**config.mk**
```make
export PLATFORM = sky130hd
export DESIGN_NAME = uart_rx_flat
export DESIGN_NICKNAME = d
export VERILOG_FILES = /design/src/rtl/uart_pkg.sv /design/src/rtl/uart_rx_if.sv /design/src/rtl/uart_rx_sampler.sv /design/src/rtl/uart_rx.sv /design/src/flat_wrapper.sv
export SDC_FILE = /design/constraint.sdc
export NUM_CORES = 1
export LEC_CHECK = 0
export BUFFER_PORTS_ARGS = -buffer_cell sky130_fd_sc_hd__buf_2
export CAP_MARGIN = 25
export CORE_ASPECT_RATIO = 0.75
export CORE_MARGIN = 4
export CORE_UTILIZATION = 35
export CTS_CLUSTER_SIZE = 14
export DETAILED_ROUTE_END_ITERATION = 10
export PLACE_DENSITY_LB_ADDON = 0.15
export RECOVER_POWER = 50
export SYNTH_ARGS = -nofsm -noshare
export SYNTH_HDL_FRONTEND = slang
export SYNTH_HIERARCHICAL = 1
export SYNTH_SLANG_ARGS = --single-unit
```
**constraint.sdc**
```tcl
create_clock -name CLK -period 4.31 [get_ports CLK]
set_input_delay 0.2155 -clock CLK [delete_from_list [all_inputs] [get_ports CLK]]
set_output_delay 0.2155 -clock CLK [all_outputs]
set_load 0.005 [all_outputs]
```
**src/rtl/uart_pkg.sv**
```systemverilog
// rtl/uart_pkg.sv - shared FSM encoding, parity constants and voter helper for the UART receiver
package uart_pkg;

    localparam logic [2:0] ST_IDLE   = 3'd0;
    localparam logic [2:0] ST_START  = 3'd1;
    localparam logic [2:0] ST_DATA   = 3'd2;
    localparam logic [2:0] ST_PARITY = 3'd3;
    localparam logic [2:0] ST_STOP   = 3'd4;

    localparam logic PAR_EVEN = 1'b0;
    localparam logic PAR_ODD  = 1'b1;

    function automatic logic majority3(input logic [2:0] s);
        return (s[0] & s[1]) | (s[1] & s[2]) | (s[0] & s[2]);
    endfunction

endpackage

```
**src/rtl/uart_rx_if.sv**
```systemverilog
// rtl/uart_rx_if.sv - serial line, frame configuration and received-byte outputs of the UART receiver
interface uart_rx_if #(
    parameter int DATA_WIDTH = 8,
    parameter int PRESCALE_W = 6
);

    logic                  RX_IN;
    logic                  PAR_EN;
    logic                  PAR_TYP;
    logic [PRESCALE_W-1:0] Prescale;
    logic [DATA_WIDTH-1:0] P_DATA;
    logic                  Data_Valid;
    logic                  Parity_Error;
    logic                  Stop_Error;

    modport master (
        output RX_IN,
        output PAR_EN,
        output PAR_TYP,
        output Prescale,
        input  P_DATA,
        input  Data_Valid,
        input  Parity_Error,
        input  Stop_Error
    );

    modport slave (
        input  RX_IN,
        input  PAR_EN,
        input  PAR_TYP,
        input  Prescale,
        output P_DATA,
        output Data_Valid,
        output Parity_Error,
        output Stop_Error
    );

endinterface

```
**src/rtl/uart_rx_sampler.sv**
```systemverilog
// rtl/uart_rx_sampler.sv - per-bit edge/bit counters and three-sample majority voter around mid-bit
module uart_rx_sampler
    import uart_pkg::*;
#(
    parameter int PRESCALE_W = 6,
    parameter int BIT_W      = 4
) (
    input  logic                  CLK,
    input  logic                  RST,
    input  logic                  cnt_en,
    input  logic                  cnt_clr,
    input  logic [PRESCALE_W-1:0] prescale,
    input  logic                  rx_in,
    output logic [BIT_W-1:0]      bit_cnt,
    output logic                  bit_done,
    output logic                  sampled_bit
);

    logic [PRESCALE_W-1:0] edge_cnt;
    logic [PRESCALE_W-1:0] half;
    logic [PRESCALE_W-1:0] last_edge;
    logic [2:0]            samples;

    assign half        = prescale >> 1;
    assign last_edge   = prescale - PRESCALE_W'(1);
    assign bit_done    = cnt_en && (edge_cnt == last_edge);
    assign sampled_bit = majority3(samples);

    // A clear wins over counting so a frame that re-enters START on its last edge restarts at bit 0.
    always_ff @(posedge CLK or negedge RST) begin
        if (!RST) begin
            edge_cnt <= '0;
            bit_cnt  <= '0;
        end else if (cnt_clr) begin
            edge_cnt <= '0;
            bit_cnt  <= '0;
        end else if (cnt_en) begin
            if (bit_done) begin
                edge_cnt <= '0;
                bit_cnt  <= bit_cnt + BIT_W'(1);
            end else begin
                edge_cnt <= edge_cnt + PRESCALE_W'(1);
            end
        end
    end

    always_ff @(posedge CLK or negedge RST) begin
        if (!RST) begin
            samples <= 3'b111;
        end else if (cnt_en) begin
            if (edge_cnt == half - PRESCALE_W'(1)) samples[0] <= rx_in;
            if (edge_cnt == half)                  samples[1] <= rx_in;
            if (edge_cnt == half + PRESCALE_W'(1)) samples[2] <= rx_in;
        end
    end

endmodule

```
**src/rtl/uart_rx.sv**
```systemverilog
// rtl/uart_rx.sv - UART receiver: frame FSM, LSB-first shift register, parity and stop checks
module uart_rx
    import uart_pkg::*;
#(
    parameter int DATA_WIDTH = 8,
    parameter int PRESCALE_W = 6
) (
    input  logic     CLK,
    input  logic     RST,
    uart_rx_if.slave rx_if
);

    localparam int BIT_W = $clog2(DATA_WIDTH + 3);

    logic [2:0]            state;
    logic [2:0]            state_nxt;
    logic                  start_entry;
    logic                  cnt_en;
    logic                  cnt_clr;
    logic                  bit_done;
    logic                  sampled_bit;
    logic [BIT_W-1:0]      bit_cnt;

    logic [PRESCALE_W-1:0] prescale_l;
    logic                  par_en_l;
    logic                  par_typ_l;
    logic                  par_err_flag;
    logic                  par_expected;
    logic [DATA_WIDTH-1:0] shift_reg;

    logic [DATA_WIDTH-1:0] p_data_q;
    logic                  data_valid_q;
    logic                  parity_error_q;
    logic                  stop_error_q;

    assign cnt_en       = (state != ST_IDLE);
    assign cnt_clr      = start_entry || (state_nxt == ST_IDLE);
    assign par_expected = (^shift_reg) ^ (par_typ_l == PAR_ODD);

    uart_rx_sampler #(
        .PRESCALE_W (PRESCALE_W),
        .BIT_W      (BIT_W)
    ) u_sampler (
        .CLK         (CLK),
        .RST         (RST),
        .cnt_en      (cnt_en),
        .cnt_clr     (cnt_clr),
        .prescale    (prescale_l),
        .rx_in       (rx_if.RX_IN),
        .bit_cnt     (bit_cnt),
        .bit_done    (bit_done),
        .sampled_bit (sampled_bit)
    );

    always_comb begin
        state_nxt   = state;
        start_entry = 1'b0;
        case (state)
            ST_IDLE: begin
                if (!rx_if.RX_IN) begin
                    state_nxt   = ST_START;
                    start_entry = 1'b1;
                end
            end
            ST_START: begin
                if (bit_done) state_nxt = sampled_bit ? ST_IDLE : ST_DATA;
            end
            ST_DATA: begin
                if (bit_done && (bit_cnt == BIT_W'(DATA_WIDTH)))
                    state_nxt = par_en_l ? ST_PARITY : ST_STOP;
            end
            ST_PARITY: begin
                if (bit_done) state_nxt = ST_STOP;
            end
            ST_STOP: begin
                // A low line on the last stop edge is already the next start bit.
                if (bit_done) begin
                    if (!rx_if.RX_IN) begin
                        state_nxt   = ST_START;
                        start_entry = 1'b1;
                    end else begin
                        state_nxt = ST_IDLE;
                    end
                end
            end
            default: state_nxt = ST_IDLE;
        endcase
    end

    always_ff @(posedge CLK or negedge RST) begin
        if (!RST) begin
            state <= ST_IDLE;
        end else begin
            state <= state_nxt;
        end
    end

    // Frame configuration is frozen for the whole frame once the start bit is seen.
    always_ff @(posedge CLK or negedge RST) begin
        if (!RST) begin
            prescale_l <= PRESCALE_W'(8);
            par_en_l   <= 1'b0;
            par_typ_l  <= PAR_EVEN;
        end else if (start_entry) begin
            prescale_l <= rx_if.Prescale;
            par_en_l   <= rx_if.PAR_EN;
            par_typ_l  <= rx_if.PAR_TYP;
        end
    end

    always_ff @(posedge CLK or negedge RST) begin
        if (!RST) begin
            shift_reg    <= '0;
            par_err_flag <= 1'b0;
        end else begin
            if (start_entry) begin
                par_err_flag <= 1'b0;
            end else if (bit_done && (state == ST_PARITY)) begin
                par_err_flag <= (sampled_bit != par_expected);
            end
            if (bit_done && (state == ST_DATA)) begin
                shift_reg <= {sampled_bit, shift_reg[DATA_WIDTH-1:1]};
            end
        end
    end

    always_ff @(posedge CLK or negedge RST) begin
        if (!RST) begin
            p_data_q       <= '0;
            data_valid_q   <= 1'b0;
            parity_error_q <= 1'b0;
            stop_error_q   <= 1'b0;
        end else begin
            data_valid_q   <= 1'b0;
            parity_error_q <= 1'b0;
            stop_error_q   <= 1'b0;
            if (bit_done && (state == ST_STOP)) begin
                if (!sampled_bit) stop_error_q <= 1'b1;
                if (par_err_flag) parity_error_q <= 1'b1;
                if (sampled_bit && !par_err_flag) begin
                    data_valid_q <= 1'b1;
                    p_data_q     <= shift_reg;
                end
            end
        end
    end

    assign rx_if.P_DATA       = p_data_q;
    assign rx_if.Data_Valid   = data_valid_q;
    assign rx_if.Parity_Error = parity_error_q;
    assign rx_if.Stop_Error   = stop_error_q;

endmodule

```
**src/flat_wrapper.sv**
```systemverilog
// flat-port wrapper written by rule: the top's interface ports become plain ports
module uart_rx_flat import uart_pkg::*;
#(
    parameter int DATA_WIDTH = 8,
    parameter int PRESCALE_W = 6
)
  (CLK, RST, rx_if_RX_IN, rx_if_PAR_EN, rx_if_PAR_TYP, rx_if_Prescale, rx_if_P_DATA, rx_if_Data_Valid, rx_if_Parity_Error, rx_if_Stop_Error);
  uart_rx_if #(.DATA_WIDTH(DATA_WIDTH), .PRESCALE_W(PRESCALE_W)) rx_if_i ();
  input  logic CLK;
  input  logic RST;
  input wire logic [$bits(rx_if_i.RX_IN)-1:0] rx_if_RX_IN;
  input wire logic [$bits(rx_if_i.PAR_EN)-1:0] rx_if_PAR_EN;
  input wire logic [$bits(rx_if_i.PAR_TYP)-1:0] rx_if_PAR_TYP;
  input wire logic [$bits(rx_if_i.Prescale)-1:0] rx_if_Prescale;
  output wire logic [$bits(rx_if_i.P_DATA)-1:0] rx_if_P_DATA;
  output wire logic [$bits(rx_if_i.Data_Valid)-1:0] rx_if_Data_Valid;
  output wire logic [$bits(rx_if_i.Parity_Error)-1:0] rx_if_Parity_Error;
  output wire logic [$bits(rx_if_i.Stop_Error)-1:0] rx_if_Stop_Error;
  assign rx_if_i.RX_IN = rx_if_RX_IN;
  assign rx_if_i.PAR_EN = rx_if_PAR_EN;
  assign rx_if_i.PAR_TYP = rx_if_PAR_TYP;
  assign rx_if_i.Prescale = rx_if_Prescale;
  assign rx_if_P_DATA = rx_if_i.P_DATA;
  assign rx_if_Data_Valid = rx_if_i.Data_Valid;
  assign rx_if_Parity_Error = rx_if_i.Parity_Error;
  assign rx_if_Stop_Error = rx_if_i.Stop_Error;
  uart_rx #(.DATA_WIDTH(DATA_WIDTH), .PRESCALE_W(PRESCALE_W)) u_core (.CLK(CLK), .RST(RST), .rx_if(rx_if_i));
endmodule
```
==> flow_metrics.env <==
export IMPL_grt_pass1_wl_um=8310
export IMPL_drtAntennaViolNets=0
export IMPL_arrival_ns=3.47
export IMPL_cts_setup_buffers=0
export IMPL_outcome="complete, but fails checks"
export IMPL_ioPinCount=22
export IMPL_syn2layout_area_growth_pct=11.8
export IMPL_synthCells=229
export IMPL_critical_path_slowest_cell="dfrtp_1"
export IMPL_postLayoutCellArea_um2=2860
export IMPL_cts_root_buf="clkbuf_8"
export IMPL_synth_seq_cells=44
export IMPL_overflow=0
export IMPL_grt_max_degree=45
export IMPL_power_ir_vdd_worst_mv=0.118
export IMPL_start_kind="flop"
export IMPL_yosysWarnings=6
export IMPL_drcViolationCount=0
export IMPL_viasPerCell=4.87
export IMPL_layout_drive_gt1_share=0.274
export IMPL_comb_power_share=0.025
export IMPL_crit_required_ns=4.47
export IMPL_fp_row_count=26
export IMPL_cts_buffer_depth=2
export IMPL_worst_pin_slew_ns=2.21
export IMPL_period_share=0.767
export IMPL_p_int_w=0.000654
export IMPL_core_area_um2=6960
export IMPL_cp_cell_sequence="inv_1, ha_1, a21boi_1, nand2_1, xnor2_1, nor4_4, nand2_1, a21oi_1, o21a_1, o2111ai_1, nor2_1, xnor2_1, nor3_1"
export IMPL_cp_max_fo=17
export IMPL_dp_hpwl_um=3650
export IMPL_vias=1686
export IMPL_first_pass_iters=4
export IMPL_switching_share=0.196
export IMPL_netlist_area_leader_share=0.391
export IMPL_antenna_cells=0
export IMPL_holdBufCountCts=0
export IMPL_pwr_share_clk=0.464
export IMPL_port_buffer_count=21
export IMPL_synth_fp_nets=246
export IMPL_synth_main_ff_cell="dfrtp_1"
export IMPL_dieHeight_um=82.0
export IMPL_violations="max-capacitance violations, max-slew violations"
export IMPL_synth_edf_count=0
export IMPL_wl_per_cell_um=14.6
export IMPL_htreeDepth=2
export IMPL_min_period_ns=3.31
export IMPL_critical_path_startpoint="u_core/prescale_l[2]"
export IMPL_timing_rr_end="u_core/u_sampler/edge_cnt[5]"
export IMPL_leakagePower_nw=1.26
export IMPL_hold_viol_final=0
export IMPL_synth_area_per_cell_um2=11.2
export IMPL_yosys_top_cells_count="40 x dfrtp_1, 30 x mux2_2, 16 x xnor2_1, 12 x xor2_1"
export IMPL_synth_area_leaders="dfrtp_1 39%, mux2_2 13%, xnor2_1 5.5%, dfstp_2 4.1%, xor2_1 4.1%"
export IMPL_die_width_um=107
export IMPL_fin_tns_setup_ns=0
export IMPL_initial_core_util=0.367
export IMPL_yosys_area_top_type="dfrtp_1"
export IMPL_power_density_nw_per_um2=284
export IMPL_cts_tree="built"
export IMPL_max_freq_mhz=302
export IMPL_routabilityCongestion=0.770
export IMPL_final_core_util=0.411
export IMPL_r2r_cells=13
export IMPL_finalNetCount=264
export IMPL_dieArea_um2=8750
export IMPL_numCtsBuffers=5
export IMPL_dp_slack_ns=1.00
export IMPL_first_global_vias=1596
export IMPL_synth_area_um2=2560
export IMPL_setup_viol=0
export IMPL_drt_iter0_drc=59
export IMPL_path_class="reg2reg"
export IMPL_slew_violations=42
export IMPL_fin_skew_ns=0.00762
export IMPL_power_frac_seq=0.511
export IMPL_regToRegSetupSlack_ns=1.00
export IMPL_hold_path_depth=2
export IMPL_end_kind="flop"
export IMPL_setup_slack_ns=1.00
export IMPL_synth_cell_type_count=54
export IMPL_synth_most_common_cell="dfrtp_1"
export IMPL_clock_sinks=44
export IMPL_insertion_delay_ns=0.30
export IMPL_hold_path_class="in2reg"
export IMPL_min_from="rx_if_Prescale[2]"
export IMPL_maxCapViolCount=1
export IMPL_grt_total_usage=0.123
export IMPL_power_switching_w=0.000160
export IMPL_critPathMaxStageDelay_ns=0.50
export IMPL_maxSlewHeadroom=-0.475
export IMPL_ys_seq_area_frac=0.432
export IMPL_holdPathEnd="u_core/prescale_l[2]"
export IMPL_timing_rr_start="u_core/prescale_l[2]"
export IMPL_synthArstFlopShare=1.00
export IMPL_rsz0062_at_grt="no"
export IMPL_cts_resized=0
export IMPL_routed_wl_um=5060
export IMPL_placed_cell_area_um2=2720
export IMPL_path_clk_slew_ns=0.09
export IMPL_antenna_found_initial=0
==> worst max-delay path: cells and delay by family (launching register included) <==
kind                       cells  cell delay (ns)
AOI/OAI and AO/OA              4             1.09
and+or+nand+nor                5             0.88
adders and majority gates      1             0.21
DFF                            1             0.50
xor gates and xnor gates       2             0.33
buffers and inverters          1             0.16
==> kinds of logic (layout without fill, tap and decap cells) <==
family                     count (synthesis)  after routing  synth area share
and+or+nand+nor                           73             73             0.177
xor gates and xnor gates                  31             31             0.117
AOI/OAI and AO/OA                         21             21            0.0587
buffers and inverters                     21             40            0.0396
muxes                                     32             32             0.142
DFF                                       44             44             0.432
adders and majority gates                  7              7            0.0333
==> power groups by stage <==
stage	Combinational [W]	Clock, W	Sequential, W
final	0.0000202	0.000377	0.000416
after global routing	0.0000234	0.000411	0.000416
after CTS	0.0000206	0.000391	0.000416
after detailed placement	0.0000205	0	0.000424
after global placement	0.0000206	0	0.000424
after floorplan	0.00000599	0	0.000424
==> placed cells by master, fill, tap and decap left out, drive strengths merged, types with 3 or more instances in the layout <==
cell,count
nand3b,5
nor4,4
nor2,13
mux2,31
nand3,6
ha,6
o21ai,4
xnor2,16
dfstp,4
clkbuf,13
xor2,14
nand2,11
nor3,8
nor2b,5
buf,16
or3,3
inv,8
dfrtp,40
nand2b,6
a21oi,3
nand4,4
==> layout make-up <==
class                   instances  area, µm²
clock buffers                   6       72.6
clock inverters                 2       60.1
fillers                       689       4100
inverters                       8       30.0
multi-input cells             164       1350
flip-flops and latches         44       1110
well taps                      98        123
repair buffers                 24        119
==> per-layer routing <==
| metal | track usage | up-vias | routed length, µm |
|---|---|---|---|
| met1 | 0.191 | 816 | 2710 |
| met5 | 0 | - | 0 |
| met3 | 0.0306 | 8 | 228 |
| li1 | - | 835 | - |
| met2 | 0.164 | 27 | 2060 |
| met4 | 0.0421 | 0 | 63 |
==> through the flow <==
step                      hold slack [ns]  instances  power, W
final                               0.140        346  0.000813
after global routing                0.128        346  0.000850
after CTS                           0.114        344  0.000827
after detailed placement            0.443        336  0.000444
after global placement              0.448        336  0.000444
after floorplan                   -0.0801        229  0.000430
==> how the worst max path moves through the flow <==
stage,to
6_report,u_core/u_sampler/edge_cnt[5]
5_1_grt,u_core/u_sampler/edge_cnt[5]
4_1_cts,u_core/u_sampler/edge_cnt[5]
3_5_place_dp,u_core/u_sampler/edge_cnt[5]
3_3_place_gp,u_core/u_sampler/edge_cnt[5]
2_1_floorplan,u_core/u_sampler/bit_cnt[0]
No activity file was read; power rests on OpenSTA's default activity.
